## config.mk

```make
export PLATFORM = sky130hd
export DESIGN_NAME = wb_master_arbiter_flat
export DESIGN_NICKNAME = d
export VERILOG_FILES = /design/src/rtl/wb_master_arbiter_if.sv /design/src/rtl/wb_master_arbiter.sv /design/src/flat_wrapper.sv
export SDC_FILE = /design/constraint.sdc
export NUM_CORES = 1
export LEC_CHECK = 0
export BUFFER_PORTS_ARGS = -buffer_cell sky130_fd_sc_hd__buf_2
export CAP_MARGIN = 20
export CELL_PAD_IN_SITES_DETAIL_PLACEMENT = 1
export CELL_PAD_IN_SITES_GLOBAL_PLACEMENT = 1
export CORE_ASPECT_RATIO = 1.25
export CORE_UTILIZATION = 31
export DETAILED_ROUTE_END_ITERATION = 10
export PLACE_DENSITY = 0.79
export SYNTH_ARGS = -nofsm -noshare
export SYNTH_HDL_FRONTEND = slang
export SYNTH_SLANG_ARGS = --single-unit
export TNS_END_PERCENT = 50
```

## constraint.sdc

```tcl
create_clock -name wb_clk -period 1.8 [get_ports wb_clk]
set_input_delay 0 -clock wb_clk [delete_from_list [all_inputs] [get_ports wb_clk]]
set_output_delay 0 -clock wb_clk [all_outputs]
set_load 0.1 [all_outputs]
```

## src/rtl/wb_master_arbiter_if.sv

```systemverilog
// Bus bundle between the two-requester Wishbone command arbiter and its
// environment (requesters plus the downstream Wishbone master interface).
//
// Signals
//   reqN_valid/addr/sel/we/wdata  requester N command (N = 0, 1)
//   reqN_ready/done/err/rdata     arbiter responses to requester N
//   m_start, m_address, m_selection, m_write, m_data_wr
//                                 command launched to the master interface
//   m_data_rd, m_active           read data / in-progress flag from it
//   busy, owner                   arbiter status
//
// Modports
//   master  the arbiter side
//   slave   the environment side (requesters and master interface)
interface wb_master_arbiter_if #(
  parameter int dw = 32,
  parameter int aw = 32
);
  logic          req0_valid;
  logic [aw-1:0] req0_addr;
  logic [3:0]    req0_sel;
  logic          req0_we;
  logic [dw-1:0] req0_wdata;
  logic          req0_ready;
  logic          req0_done;
  logic          req0_err;
  logic [dw-1:0] req0_rdata;

  logic          req1_valid;
  logic [aw-1:0] req1_addr;
  logic [3:0]    req1_sel;
  logic          req1_we;
  logic [dw-1:0] req1_wdata;
  logic          req1_ready;
  logic          req1_done;
  logic          req1_err;
  logic [dw-1:0] req1_rdata;

  logic          m_start;
  logic [aw-1:0] m_address;
  logic [3:0]    m_selection;
  logic          m_write;
  logic [dw-1:0] m_data_wr;
  logic [dw-1:0] m_data_rd;
  logic          m_active;

  logic          busy;
  logic          owner;

  modport master (
    input  req0_valid, req0_addr, req0_sel, req0_we, req0_wdata,
    output req0_ready, req0_done, req0_err, req0_rdata,
    input  req1_valid, req1_addr, req1_sel, req1_we, req1_wdata,
    output req1_ready, req1_done, req1_err, req1_rdata,
    output m_start, m_address, m_selection, m_write, m_data_wr,
    input  m_data_rd, m_active,
    output busy, owner
  );

  modport slave (
    output req0_valid, req0_addr, req0_sel, req0_we, req0_wdata,
    input  req0_ready, req0_done, req0_err, req0_rdata,
    output req1_valid, req1_addr, req1_sel, req1_we, req1_wdata,
    input  req1_ready, req1_done, req1_err, req1_rdata,
    input  m_start, m_address, m_selection, m_write, m_data_wr,
    output m_data_rd, m_active,
    input  busy, owner
  );
endinterface

```

## src/rtl/wb_master_arbiter.sv

```systemverilog
// Two-requester round-robin arbiter in front of a Wishbone master interface.
// A granted command is latched, launched with a one-cycle m_start, and the
// arbiter then waits for m_active to rise (bounded by LAUNCH_TO cycles) and
// fall again before returning a done/err pulse to the owning requester.
//
// Ports
//   wb_clk    clock, all state on the rising edge
//   wb_rst_n  asynchronous active-low reset
//   bus       wb_master_arbiter_if.master (requester and master-side signals)
//
// State      | meaning
// -----------+-----------------------------------------------------------
// IDLE       | waiting for a requester while the master interface is idle
// LAUNCH     | m_start pulse for the latched command
// WAIT_ACT   | waiting for m_active to rise, launch timeout counter running
// WAIT_DONE  | transfer in progress, waiting for m_active to fall
// RESP       | done/err pulse to the owner
module wb_master_arbiter #(
  parameter int dw        = 32,
  parameter int aw        = 32,
  parameter int LAUNCH_TO = 8   // 1..15, fits the 4-bit launch counter
) (
  input  logic                wb_clk,
  input  logic                wb_rst_n,
  wb_master_arbiter_if.master bus
);

  typedef enum logic [2:0] {
    IDLE      = 3'd0,
    LAUNCH    = 3'd1,
    WAIT_ACT  = 3'd2,
    WAIT_DONE = 3'd3,
    RESP      = 3'd4
  } state_t;

  // The counter starts at 0 on the first WAIT_ACT cycle, so the timeout
  // fires on the cycle where its next value would reach LAUNCH_TO.
  localparam logic [3:0] TO_LAST = 4'(LAUNCH_TO - 1);

  state_t        state_q, state_d;
  logic [3:0]    cnt_q, cnt_d;
  logic          last_q, last_d;
  logic          owner_q, owner_d;
  logic          err_q, err_d;
  logic [aw-1:0] addr_q, addr_d;
  logic [3:0]    sel_q, sel_d;
  logic          we_q, we_d;
  logic [dw-1:0] wdata_q, wdata_d;
  logic [dw-1:0] rdata0_q, rdata0_d;
  logic [dw-1:0] rdata1_q, rdata1_d;

  logic grant0, grant1;
  logic ready0, ready1;

  // On a tie the requester that did not win last time gets the grant.
  always_comb begin
    grant0 = bus.req0_valid && (!bus.req1_valid || last_q);
    grant1 = bus.req1_valid && (!bus.req0_valid || !last_q);
  end

  always_ff @(posedge wb_clk or negedge wb_rst_n) begin
    if (!wb_rst_n) begin
      state_q  <= IDLE;
      cnt_q    <= '0;
      last_q   <= 1'b1;
      owner_q  <= 1'b0;
      err_q    <= 1'b0;
      addr_q   <= '0;
      sel_q    <= '0;
      we_q     <= 1'b0;
      wdata_q  <= '0;
      rdata0_q <= '0;
      rdata1_q <= '0;
    end else begin
      state_q  <= state_d;
      cnt_q    <= cnt_d;
      last_q   <= last_d;
      owner_q  <= owner_d;
      err_q    <= err_d;
      addr_q   <= addr_d;
      sel_q    <= sel_d;
      we_q     <= we_d;
      wdata_q  <= wdata_d;
      rdata0_q <= rdata0_d;
      rdata1_q <= rdata1_d;
    end
  end

  always_comb begin
    state_d  = state_q;
    cnt_d    = cnt_q;
    last_d   = last_q;
    owner_d  = owner_q;
    err_d    = err_q;
    addr_d   = addr_q;
    sel_d    = sel_q;
    we_d     = we_q;
    wdata_d  = wdata_q;
    rdata0_d = rdata0_q;
    rdata1_d = rdata1_q;
    ready0   = 1'b0;
    ready1   = 1'b0;

    unique case (state_q)
      IDLE: begin
        // A transfer still active on the master side (e.g. left over from
        // before a reset) blocks any new grant. Ready is combinational with
        // valid so a requester may withdraw at any time before the grant;
        // it is held low while reset is asserted.
        if (wb_rst_n && !bus.m_active && (grant0 || grant1)) begin
          ready0  = grant0;
          ready1  = grant1;
          owner_d = grant1;
          last_d  = grant1;
          err_d   = 1'b0;
          cnt_d   = '0;
          state_d = LAUNCH;
          if (grant1) begin
            addr_d  = bus.req1_addr;
            sel_d   = bus.req1_sel;
            we_d    = bus.req1_we;
            wdata_d = bus.req1_wdata;
          end else begin
            addr_d  = bus.req0_addr;
            sel_d   = bus.req0_sel;
            we_d    = bus.req0_we;
            wdata_d = bus.req0_wdata;
          end
        end
      end
      LAUNCH: begin
        cnt_d   = '0;
        state_d = WAIT_ACT;
      end
      WAIT_ACT: begin
        if (bus.m_active) begin
          state_d = WAIT_DONE;
        end else if (cnt_q == TO_LAST) begin
          err_d   = 1'b1;
          state_d = RESP;
        end else begin
          cnt_d = cnt_q + 4'd1;
        end
      end
      WAIT_DONE: begin
        if (!bus.m_active) begin
          if (!we_q) begin
            if (owner_q) rdata1_d = bus.m_data_rd;
            else         rdata0_d = bus.m_data_rd;
          end
          state_d = RESP;
        end
      end
      RESP: begin
        state_d = IDLE;
      end
      default: begin
        state_d = IDLE;
      end
    endcase
  end

  assign bus.req0_ready  = ready0;
  assign bus.req1_ready  = ready1;
  assign bus.req0_done   = (state_q == RESP) && !owner_q;
  assign bus.req1_done   = (state_q == RESP) && owner_q;
  assign bus.req0_err    = (state_q == RESP) && !owner_q && err_q;
  assign bus.req1_err    = (state_q == RESP) && owner_q && err_q;
  assign bus.req0_rdata  = rdata0_q;
  assign bus.req1_rdata  = rdata1_q;

  assign bus.m_start     = (state_q == LAUNCH);
  assign bus.m_address   = addr_q;
  assign bus.m_selection = sel_q;
  assign bus.m_write     = we_q;
  assign bus.m_data_wr   = wdata_q;

  assign bus.busy        = (state_q != IDLE);
  assign bus.owner       = owner_q;

endmodule
```

## src/flat_wrapper.sv

```systemverilog
// flat-port wrapper written by rule: the top's interface ports become plain ports
module wb_master_arbiter_flat 
#(
  parameter int dw        = 32,
  parameter int aw        = 32,
  parameter int LAUNCH_TO = 8                                          
)
  (wb_clk, wb_rst_n, bus_req0_valid, bus_req0_addr, bus_req0_sel, bus_req0_we, bus_req0_wdata, bus_req0_ready, bus_req0_done, bus_req0_err, bus_req0_rdata, bus_req1_valid, bus_req1_addr, bus_req1_sel, bus_req1_we, bus_req1_wdata, bus_req1_ready, bus_req1_done, bus_req1_err, bus_req1_rdata, bus_m_start, bus_m_address, bus_m_selection, bus_m_write, bus_m_data_wr, bus_m_data_rd, bus_m_active, bus_busy, bus_owner);
  wb_master_arbiter_if #(.dw(dw), .aw(aw)) bus_i ();
  input  logic wb_clk;
  input  logic wb_rst_n;
  input wire logic [$bits(bus_i.req0_valid)-1:0] bus_req0_valid;
  input wire logic [$bits(bus_i.req0_addr)-1:0] bus_req0_addr;
  input wire logic [$bits(bus_i.req0_sel)-1:0] bus_req0_sel;
  input wire logic [$bits(bus_i.req0_we)-1:0] bus_req0_we;
  input wire logic [$bits(bus_i.req0_wdata)-1:0] bus_req0_wdata;
  output wire logic [$bits(bus_i.req0_ready)-1:0] bus_req0_ready;
  output wire logic [$bits(bus_i.req0_done)-1:0] bus_req0_done;
  output wire logic [$bits(bus_i.req0_err)-1:0] bus_req0_err;
  output wire logic [$bits(bus_i.req0_rdata)-1:0] bus_req0_rdata;
  input wire logic [$bits(bus_i.req1_valid)-1:0] bus_req1_valid;
  input wire logic [$bits(bus_i.req1_addr)-1:0] bus_req1_addr;
  input wire logic [$bits(bus_i.req1_sel)-1:0] bus_req1_sel;
  input wire logic [$bits(bus_i.req1_we)-1:0] bus_req1_we;
  input wire logic [$bits(bus_i.req1_wdata)-1:0] bus_req1_wdata;
  output wire logic [$bits(bus_i.req1_ready)-1:0] bus_req1_ready;
  output wire logic [$bits(bus_i.req1_done)-1:0] bus_req1_done;
  output wire logic [$bits(bus_i.req1_err)-1:0] bus_req1_err;
  output wire logic [$bits(bus_i.req1_rdata)-1:0] bus_req1_rdata;
  output wire logic [$bits(bus_i.m_start)-1:0] bus_m_start;
  output wire logic [$bits(bus_i.m_address)-1:0] bus_m_address;
  output wire logic [$bits(bus_i.m_selection)-1:0] bus_m_selection;
  output wire logic [$bits(bus_i.m_write)-1:0] bus_m_write;
  output wire logic [$bits(bus_i.m_data_wr)-1:0] bus_m_data_wr;
  input wire logic [$bits(bus_i.m_data_rd)-1:0] bus_m_data_rd;
  input wire logic [$bits(bus_i.m_active)-1:0] bus_m_active;
  output wire logic [$bits(bus_i.busy)-1:0] bus_busy;
  output wire logic [$bits(bus_i.owner)-1:0] bus_owner;
  assign bus_i.req0_valid = bus_req0_valid;
  assign bus_i.req0_addr = bus_req0_addr;
  assign bus_i.req0_sel = bus_req0_sel;
  assign bus_i.req0_we = bus_req0_we;
  assign bus_i.req0_wdata = bus_req0_wdata;
  assign bus_req0_ready = bus_i.req0_ready;
  assign bus_req0_done = bus_i.req0_done;
  assign bus_req0_err = bus_i.req0_err;
  assign bus_req0_rdata = bus_i.req0_rdata;
  assign bus_i.req1_valid = bus_req1_valid;
  assign bus_i.req1_addr = bus_req1_addr;
  assign bus_i.req1_sel = bus_req1_sel;
  assign bus_i.req1_we = bus_req1_we;
  assign bus_i.req1_wdata = bus_req1_wdata;
  assign bus_req1_ready = bus_i.req1_ready;
  assign bus_req1_done = bus_i.req1_done;
  assign bus_req1_err = bus_i.req1_err;
  assign bus_req1_rdata = bus_i.req1_rdata;
  assign bus_m_start = bus_i.m_start;
  assign bus_m_address = bus_i.m_address;
  assign bus_m_selection = bus_i.m_selection;
  assign bus_m_write = bus_i.m_write;
  assign bus_m_data_wr = bus_i.m_data_wr;
  assign bus_i.m_data_rd = bus_m_data_rd;
  assign bus_i.m_active = bus_m_active;
  assign bus_busy = bus_i.busy;
  assign bus_owner = bus_i.owner;
  wb_master_arbiter #(.dw(dw), .aw(aw), .LAUNCH_TO(LAUNCH_TO)) u_core (.wb_clk(wb_clk), .wb_rst_n(wb_rst_n), .bus(bus_i));
endmodule
```

# ---- Word-level counts from Yosys, hierarchy flattened
# Cells that the tools add are included.
dict set report word_totals {
  register_bits 143
  n_memories 0
  latch_bits 0
  out_inout_bits 142
  wordCells 73
  ramBits 0
  mem_bits_ro 0
  inputBits 175
}
dict set report op_classes {
  n_lt_le_gt_ge 0
  add_sub_neg 1
  shifts 0
  div 0
  mul 0
  n_eq_ne 11
  reduce_logical 26
  muxes 21
  bitwise_logic 3
}
# cell count
set op_table {}
lappend op_table {{32-bit two-way mux} 2}
lappend op_table {{4-bit two-way mux} 4}
lappend op_table {{4-bit AND reduction} 4}
lappend op_table {{3-bit two-way mux} 4}
lappend op_table {{3-bit one-hot mux with 4 select lines} 1}
lappend op_table {{4-bit one-hot mux with 3 select lines} 1}
lappend op_table {{1-bit logical AND} 8}
lappend op_table {{1-bit two-way mux} 8}
lappend op_table {{3-bit by 2-bit equality test with 1-bit output (second input constant)} 2}
lappend op_table {{2-bit inequality test (second input constant)} 3}
lappend op_table {{3-bit nonzero test} 2}
lappend op_table {{1-bit zero test} 5}
lappend op_table {{4-bit by 1-bit adder with 4-bit output (second input constant)} 1}
lappend op_table {{4-bit by 3-bit equality test with 1-bit output (second input constant)} 1}
lappend op_table {{2-bit by 1-bit inequality test with 1-bit output (second input constant)} 2}
lappend op_table {{3-bit by 1-bit equality test with 1-bit output (second input constant)} 1}
lappend op_table {{3-bit equality test (second input constant)} 1}
lappend op_table {{3-bit zero test} 1}
lappend op_table {{1-bit logical OR} 3}
lappend op_table {{3-bit by 2-bit inequality test with 1-bit output (second input constant)} 1}
lappend op_table {{1-bit NOT} 3}
lappend op_table {{3-bit AND reduction} 1}
lappend op_table {{1-bit one-hot mux with 2 select lines} 1}
lappend op_table {{2-bit AND reduction} 1}
lappend op_table {{2-bit nonzero test} 1}

# ---- Logic depth before layout (Yosys ltp)
# Gate-level depths: netlist of the first run.
dict set report logic_depth {
  word_depth 7
  depth_mapped 7
}

# ---- Worst setup path before layout of the first run
# Ideal clock, no wire load.
dict set report synth_path {
  kind {reg2out}
  start {reg u_core.owner_q (netlist: u_core.bus.owner)}
  end {out bus_req0_err}
  path_slack_ns -3.014
  stages_incl_launch_ff 3
  arrival_time_ns 4.814
  n_path_buf 0
  cell_sequence {dfrtp_1 -> nor4_1 -> and2_1}
}
dict set report synth_via {
  elab_chain_cells 3
}
# item line
set synth_lines {}
lappend synth_lines {{start, declared} wb_master_arbiter.sv:43} ;# logic owner_q, owner_d;
lappend synth_lines {{start signal, assigned} wb_master_arbiter.sv:78} ;# owner_q <= owner_d;
lappend synth_lines {{1-bit zero test} -}
lappend synth_lines {{1-bit logical AND} -}
lappend synth_lines {{via bus_req0_done} flat_wrapper.sv:18} ;# output wire logic [$bits(bus_i.req0_done)-1:0] bus_req0_done;
lappend synth_lines {{1-bit logical AND} wb_master_arbiter.sv:167} ;# assign bus.req0_err = (state_q == RESP) && !owner_q && err_q;
lappend synth_lines {{end, declared} flat_wrapper.sv:19} ;# output wire logic [$bits(bus_i.req0_err)-1:0] bus_req0_err;
# The timed path passes the listed nets, and every way through them passes these cells.

# ---- Final worst setup path of the first run
dict set report layout_path {
  start {reg u_core.state_q[2]}
  end {reg u_core.rdata0_q[28] (netlist: u_core.bus.req0_rdata[28])}
}
dict set report layout_via {
  elab_chain_cells 2
}
# item line
set layout_lines {}
lappend layout_lines {{start, declared} wb_master_arbiter.sv:40} ;# state_t state_q, state_d;
lappend layout_lines {{start signal, assigned} wb_master_arbiter.sv:75} ;# state_q <= state_d;
lappend layout_lines {{3-bit by 2-bit equality test with 1-bit output} wb_master_arbiter.sv:104} ;# unique case (state_q)
lappend layout_lines {{4-bit AND reduction (no source line)} -}
lappend layout_lines {{end signal, assigned} wb_master_arbiter.sv:84} ;# rdata0_q <= rdata0_d;
lappend layout_lines {{end, declared} wb_master_arbiter.sv:49} ;# logic [dw-1:0] rdata0_q, rdata0_d;
# No other way between the ends.
# A chain may end at the register's enable or synchronous reset.

==> results_dict.tcl, run 1 <==
set metrics [dict create \
    status "finished with violations" \
    violations "negative setup slack" \
    layout.nets 1195 \
    grt.overflow.total 0 \
    startpoint "u_core.state_q[2]" \
    fp.dieW_um 130 \
    clk_pin_slew_worst_paths_ns 0.06 \
    synth-edff-count 0 \
    path_cells "buf_6, inv_4, nand3_1, nor4b_4, buf_6, clkbuf_16, mux2_2" \
    yosys-top-cells-count "dfrtp_1 (142), nor2_1 (76), mux2i_1 (70)" \
    totalWireLength_um 26400 \
    worstPathArrival_ns 2.11 \
    criticalPathCategory "reg -> reg" \
    fp.dieH_um 162 \
    grt_pass1_wl_um 38500 \
    synthArstFlopShare_pct 100 \
    path_buf_inv 4 \
    yosys_warnings 0 \
    netlist_instances 497 \
    root_buffer "clkbuf_16" \
    io-pin-count 317 \
    initial_core_util_pct 31.5 \
    synth_cell_types 42 \
    min-delay-start "bus_req1_valid" \
    core_area_mm2 0.0201 \
    rows 58 \
    pre_cts_ws_ns 0.0426 \
    antenna_found_initial 3 \
    grt_usage_pct 24.6 \
    io_buffer_count 316 \
    clock-sinks 143 \
    hold_path_depth 5 \
    drv_cap 0 \
    min_period_ns 1.82 \
    utilization_pct 55.0 \
    endpoint_kind "flip-flop" \
    max_stage_delay_ns 0.39 \
    h-tree-depth 4 \
    syn_area_per_cell_um2 12.7 \
    ys_dominant_reg_cell "dfrtp_1" \
    cts_buffers 17 \
    start_kind "flip-flop" \
    synth.most_common_cell "dfrtp_1" \
    hold_violations 0 \
    r2r_end "u_core.bus.req0_rdata[28]" \
    drc 0 \
    slew-limit-headroom_pct 44.0 \
    insertion_delay_ns 0.42 \
    hold_end "u_core.state_q[0]" \
    ctsLongestPathBuffers 2 \
    fin_hold_ws_ns 0.166 \
    critPathRequiredTime_ns 2.10 \
    syn2layout_area_growth_pct 74.7 \
    via_per_inst 4.76 \
    critPathMaxFanout 16 \
    setup_tns_ns -0.0160 \
    r2r-start "u_core.state_q[2]" \
    setup_violations 2 \
    clock_skew_ns 0.0161 \
    grt_max_degree 126 \
    dieArea_mm2 0.0210 \
    ant_nets 0 \
    cts_tree "done" \
    gp_congestion 0.813 \
    final_max_slew_viol_count 0 \
    r2r_setup_slack_ns -0.02 \
    fmax_mhz 551 \
    netlist_area_mm2 0.00633 \
    hold_path.class "in -> reg" \
    avgRoutedWirePerCell_um 20.3 \
    fin_ws_ns -0.0158 \
    drive_gt1_share_pct 50.4 \
    syn_nets 673 \
    period_share_pct 101 \
    synth_top_cells_by_area "dfrtp_1 (56%), mux2_2 (11%), mux2i_1 (11%)" \
    critPathTopFamily "buffers and inverters" \
    cp_common_cell "buf_6" \
    yosysTopAreaCell "dfrtp_1" \
    synth_top_area_share_pct 56.1 \
    drtPass1Iterations 4 \
    rsz0062_at_grt "yes" \
    vias 6216 \
    crit_slowest_cell "dfrtp_1" \
    grt_pass1_vias 7186 \
    tightestPinTransition_ns 0.837 \
    r2r_cells 7 \
    dp_hpwl_um 13700 \
    seq_area_frac_synth_pct 56.6 \
    ys_ff_latch 143 \
    first_iter_violations 202 \
]
## flip-flops by register name, indices dropped and copies added (netlist names)
signal	count
u_core.bus.req1_rdata	32
u_core.bus.m_address	32
u_core.bus.m_selection	4
u_core.bus.owner	1
u_core.last_q	1
u_core.err_q	1
u_core.cnt_q	4
u_core.bus.m_data_wr	32
u_core.bus.req0_rdata	32
u_core.state_q	3
u_core.bus.m_write	1
## stage by stage
stage	cell area (um2)	cells
after global routing	11100	1305
after CTS	10900	1293
after detailed placement	8520	1086
after global placement	8520	1086
after floorplan	6380	497
final	11100	1305
## metal layers
layer	up-vias	routed length [um]	track usage, %
met5	-	0	0
met4	0	1070	12.7
met3	72	1890	7.54
met2	308	14400	46.4
met1	3043	9070	23.5
li1	2793	-	-
## how the worst max path moves through the flow
stage,endpoint,slack [ns],cells after the start
2_1_floorplan,bus_req0_err,-0.47,2
3_3_place_gp,u_core.bus.m_address[1],0.10,6
3_5_place_dp,u_core.bus.m_address[4],0.04,6
4_1_cts,bus_req1_ready,-0.03,3
5_1_grt,u_core.cnt_q[3],-0.06,5
6_report,u_core.bus.req0_rdata[28],-0.02,7
## cell families (layout without fill, tap and decap cells)
kind of cell | count (synthesis) | count (layout) | share of synthesized area, %
other cells | 0 | 3 | 0
flops | 143 | 143 | 56.6
buf+inv | 35 | 570 | 3.52
simple gates | 103 | 103 | 7.67
fa+ha+maj | 1 | 1 | 0.198
compound gates | 81 | 81 | 9.61
mux | 134 | 134 | 22.5
## area by class of cell
class,count,area [um2]
fill,2129,9040
multi-input combinational,319,2600
antenna,3,7.51
clock inverter,13,129
timing repair buffer,533,3930
sequential,143,3590
tap,270,338
inverter,5,21.3
clock buffer,19,443
## what timing repair did
item                                   CTS  global route
resized for setup                        4            17
setup endpoints to repair                5            60
buffers inserted                         3             5
gates cloned                             0             4
pin swaps                                2             3
endpoints found under the hold margin  277             0
hold buffers                           173             0
## worst min-delay path, stage by stage
cell     delay [ns]
buf_2          0.09
nor2_1         0.08
nor2_1         0.14
nand2_1        0.08
a21oi_1        0.14
## cell usage in the layout, fill, tap and decap left out, types with 3 or more instances in the layout
master         Yosys  routed
mux2_2            63      63
dlygate4sd3_1      0     173
nand2_1            3       3
clkbuf_16          0      20
a21oi_1           25      24
inv_1              4       4
dfrtp_1          142     139
buf_6              7      12
mux2i_1           70      70
inv_6              0       5
a21oi_2           45      46
buf_2             10     309
nor2_1            76      74
nand3_1            3       3
buf_12             0      13
buf_4              7      22
clkinv_4           0       3
diode_2            0       3
Power of run 1 is not shown: default switching activity piles up to over one toggle a cycle in this logic, so the estimate is an artifact.
==> run 2, diff against run 1 <==
--- a/config.mk
+++ b/config.mk
@@ -9,7 +9,7 @@
 export CAP_MARGIN = 20
 export CELL_PAD_IN_SITES_DETAIL_PLACEMENT = 1
 export CELL_PAD_IN_SITES_GLOBAL_PLACEMENT = 1
-export CORE_ASPECT_RATIO = 1.25
+export CORE_ASPECT_RATIO = 1.75
 export CORE_UTILIZATION = 31
 export DETAILED_ROUTE_END_ITERATION = 10
 export PLACE_DENSITY = 0.79
==> run 2 against run 1 <==
The run still ends with negative setup slack left; sequential cell count unchanged; critical path type is now reg -> out; count of clock-buffer cells in the layout down 1; first-iteration DRC count decreased by 16%; critical endpoint is now bus_req0_ready; sequential share of layout area grew 0.23 points; non-clock buffer count down 8; largest cell class unchanged; via count is essentially flat; die area about the same.
==> results_dict.tcl, run 2 (same netlist as run 1, synthesis figures left out) <==
set metrics [dict create \
    max_stage_delay_ns 0.43 \
    syn2layout_area_growth_pct 73.4 \
    io_buffer_count 316 \
    clock_skew_ns 0.0142 \
    drtPass1Iterations 4 \
    slew-limit-headroom_pct 47.3 \
    rsz0062_at_grt "yes" \
    fmax_mhz 552 \
    fillers 2118 \
    worstPathArrival_ns 1.81 \
    grt_max_degree 144 \
    min_period_ns 1.81 \
    critPathRequiredTime_ns 1.80 \
    clock-sinks 143 \
    use_met2_pct 46.5 \
    use_met1_pct 22.9 \
    first_iter_violations 170 \
    antenna_found_initial 3 \
    final_common_cell "buf_2" \
    final_cell_mix "buf_2 (308), dlygate4sd3_1 (172), dfrtp_1 (140)" \
    grt_pass1_vias 7319 \
    ant_nets 0 \
    fp.dieH_um 191 \
    setup_violations 1 \
    grt_pass1_wl_um 38900 \
    pre_cts_ws_ns 0.0683 \
    grt.overflow.total 0 \
    final_max_slew_viol_count 0 \
    h-tree-depth 4 \
    drive_gt1_share_pct 50.0 \
    fp.dieW_um 110 \
    drv_cap 0 \
    period_share_pct 101 \
    violations "negative setup slack" \
    drc 0 \
    hold_violations 0 \
    clk_pin_slew_worst_paths_ns 0.07 \
    cts_tree "done" \
    gr-usage-met3_pct 6.48 \
    status "finished with violations" \
    dieArea_mm2 0.0210 \
    cts_buffers 17 \
    hold_path_depth 5 \
    ctsLongestPathBuffers 2 \
    crit_slowest_cell "or3_4" \
    hold_path.class "in -> reg" \
    start_kind "flip-flop" \
    initial_core_util_pct 31.9 \
    insertion_delay_ns 0.43 \
    gp_congestion 0.806 \
    path_cells "or3_4, nor4_4, buf_12" \
    r2r_cells 7 \
    io-pin-count 317 \
    vias 6215 \
    criticalPathCategory "reg -> out" \
    grt.busiest_layer "met2" \
    endpoint_kind "output pin" \
    fin_ws_ns -0.0103 \
    grt_usage_pct 24.9 \
    via_per_inst 4.88 \
    rows 68 \
    core_area_mm2 0.0198 \
    root_buffer "clkbuf_16" \
    layout.nets 1187 \
    critPathMaxFanout 4 \
    tightestPinTransition_ns 0.790 \
    totalWireLength_um 26300 \
    avgRoutedWirePerCell_um 20.7 \
    dp_hpwl_um 13800 \
]
run 2: cell count changes in the layout (fill, tap and decap cells not counted), moves of 2 or more:
| cell | before | now |
|---|---|---|
| buf_6 | 12 | 3 |
| clkinv_4 | 3 | 5 |
| clkbuf_4 | 0 | 2 |
| inv_6 | 5 | 3 |
| buf_4 | 22 | 24 |
| bufinv_16 | 1 | 3 |
run 2: critical path: cells and delay by family, from the launching register on:
| kind | cells | cell delay, ns |
|---|---|---|
| buffers and inverters | 1 | 0.22 |
| and+or+nand+nor | 2 | 0.78 |
| DFF | 1 | 0.38 |
run 2: final timing paths:
| check | end | slack [ns] | start |
|---|---|---|---|
| setup / recovery | bus_req0_ready | -0.01 | u_core.state_q[0] |
| hold / removal | u_core.state_q[0] | 0.16 | bus_req1_valid |
| setup reg to reg | u_core.bus.req0_rdata[15] | 0.01 | u_core.state_q[2] |
| hold reg to reg | u_core.bus.req1_rdata[29] | 0.50 | u_core.bus.req1_rdata[29] |
| max in group asynchronous | u_core.bus.m_data_wr[29] | 0.90 | wb_rst_n |
| min in group asynchronous | u_core.bus.req1_rdata[5] | 0.32 | wb_rst_n |
run 2: metrics by stage:
step / utilization (%) / setup TNS (ns) / hold WS, ns / std cells / instance area (um2)
3_3_place_gp: 42.7 / 0 / 0.199 / 1056 / 8470
2_1_floorplan: - / -2.97 / -0.296 / 497 / 6380
5_1_grt: 55.4 / -0.356 / 0.188 / 1272 / 11000
4_1_cts: 54.8 / -0.0451 / 0.137 / 1265 / 10900
3_5_place_dp: 42.7 / 0 / 0.209 / 1056 / 8470
6_report: 55.4 / -0.0103 / 0.156 / 1273 / 11000
run 2: cell type report:
| type | instances | area, um2 | area share (%) |
|---|---|---|---|
| clock inverters | 14 | 181 | 1.65 |
| clock buffers | 18 | 439 | 4.00 |
| diodes | 4 | 10.0 | 0.0912 |
| inverters | 5 | 21.3 | 0.194 |
| multi-input cells | 319 | 2620 | 23.8 |
| repair buffers | 525 | 3820 | 34.8 |
| flip-flops and latches | 143 | 3580 | 32.7 |
| well taps | 245 | 307 | 2.79 |
run 2: metal layers:
metal,routed length (um),vias to the layer above
met5,0,-
met4,1410,0
met2,14700,306
li1,-,2775
met3,1760,98
met1,8410,3036
run 2: repair_timing:
| action | in CTS | in global routing |
|---|---|---|
| endpoints found under the hold margin | 278 | 0 |
| cloned | 0 | 2 |
| hold buffers | 172 | 0 |
| buffers inserted | 6 | 2 |
| resized for setup | 4 | 10 |
| setup endpoints to repair | 5 | 77 |
| pin swaps | 3 | 1 |
Power of run 2 is left out for the same reason.
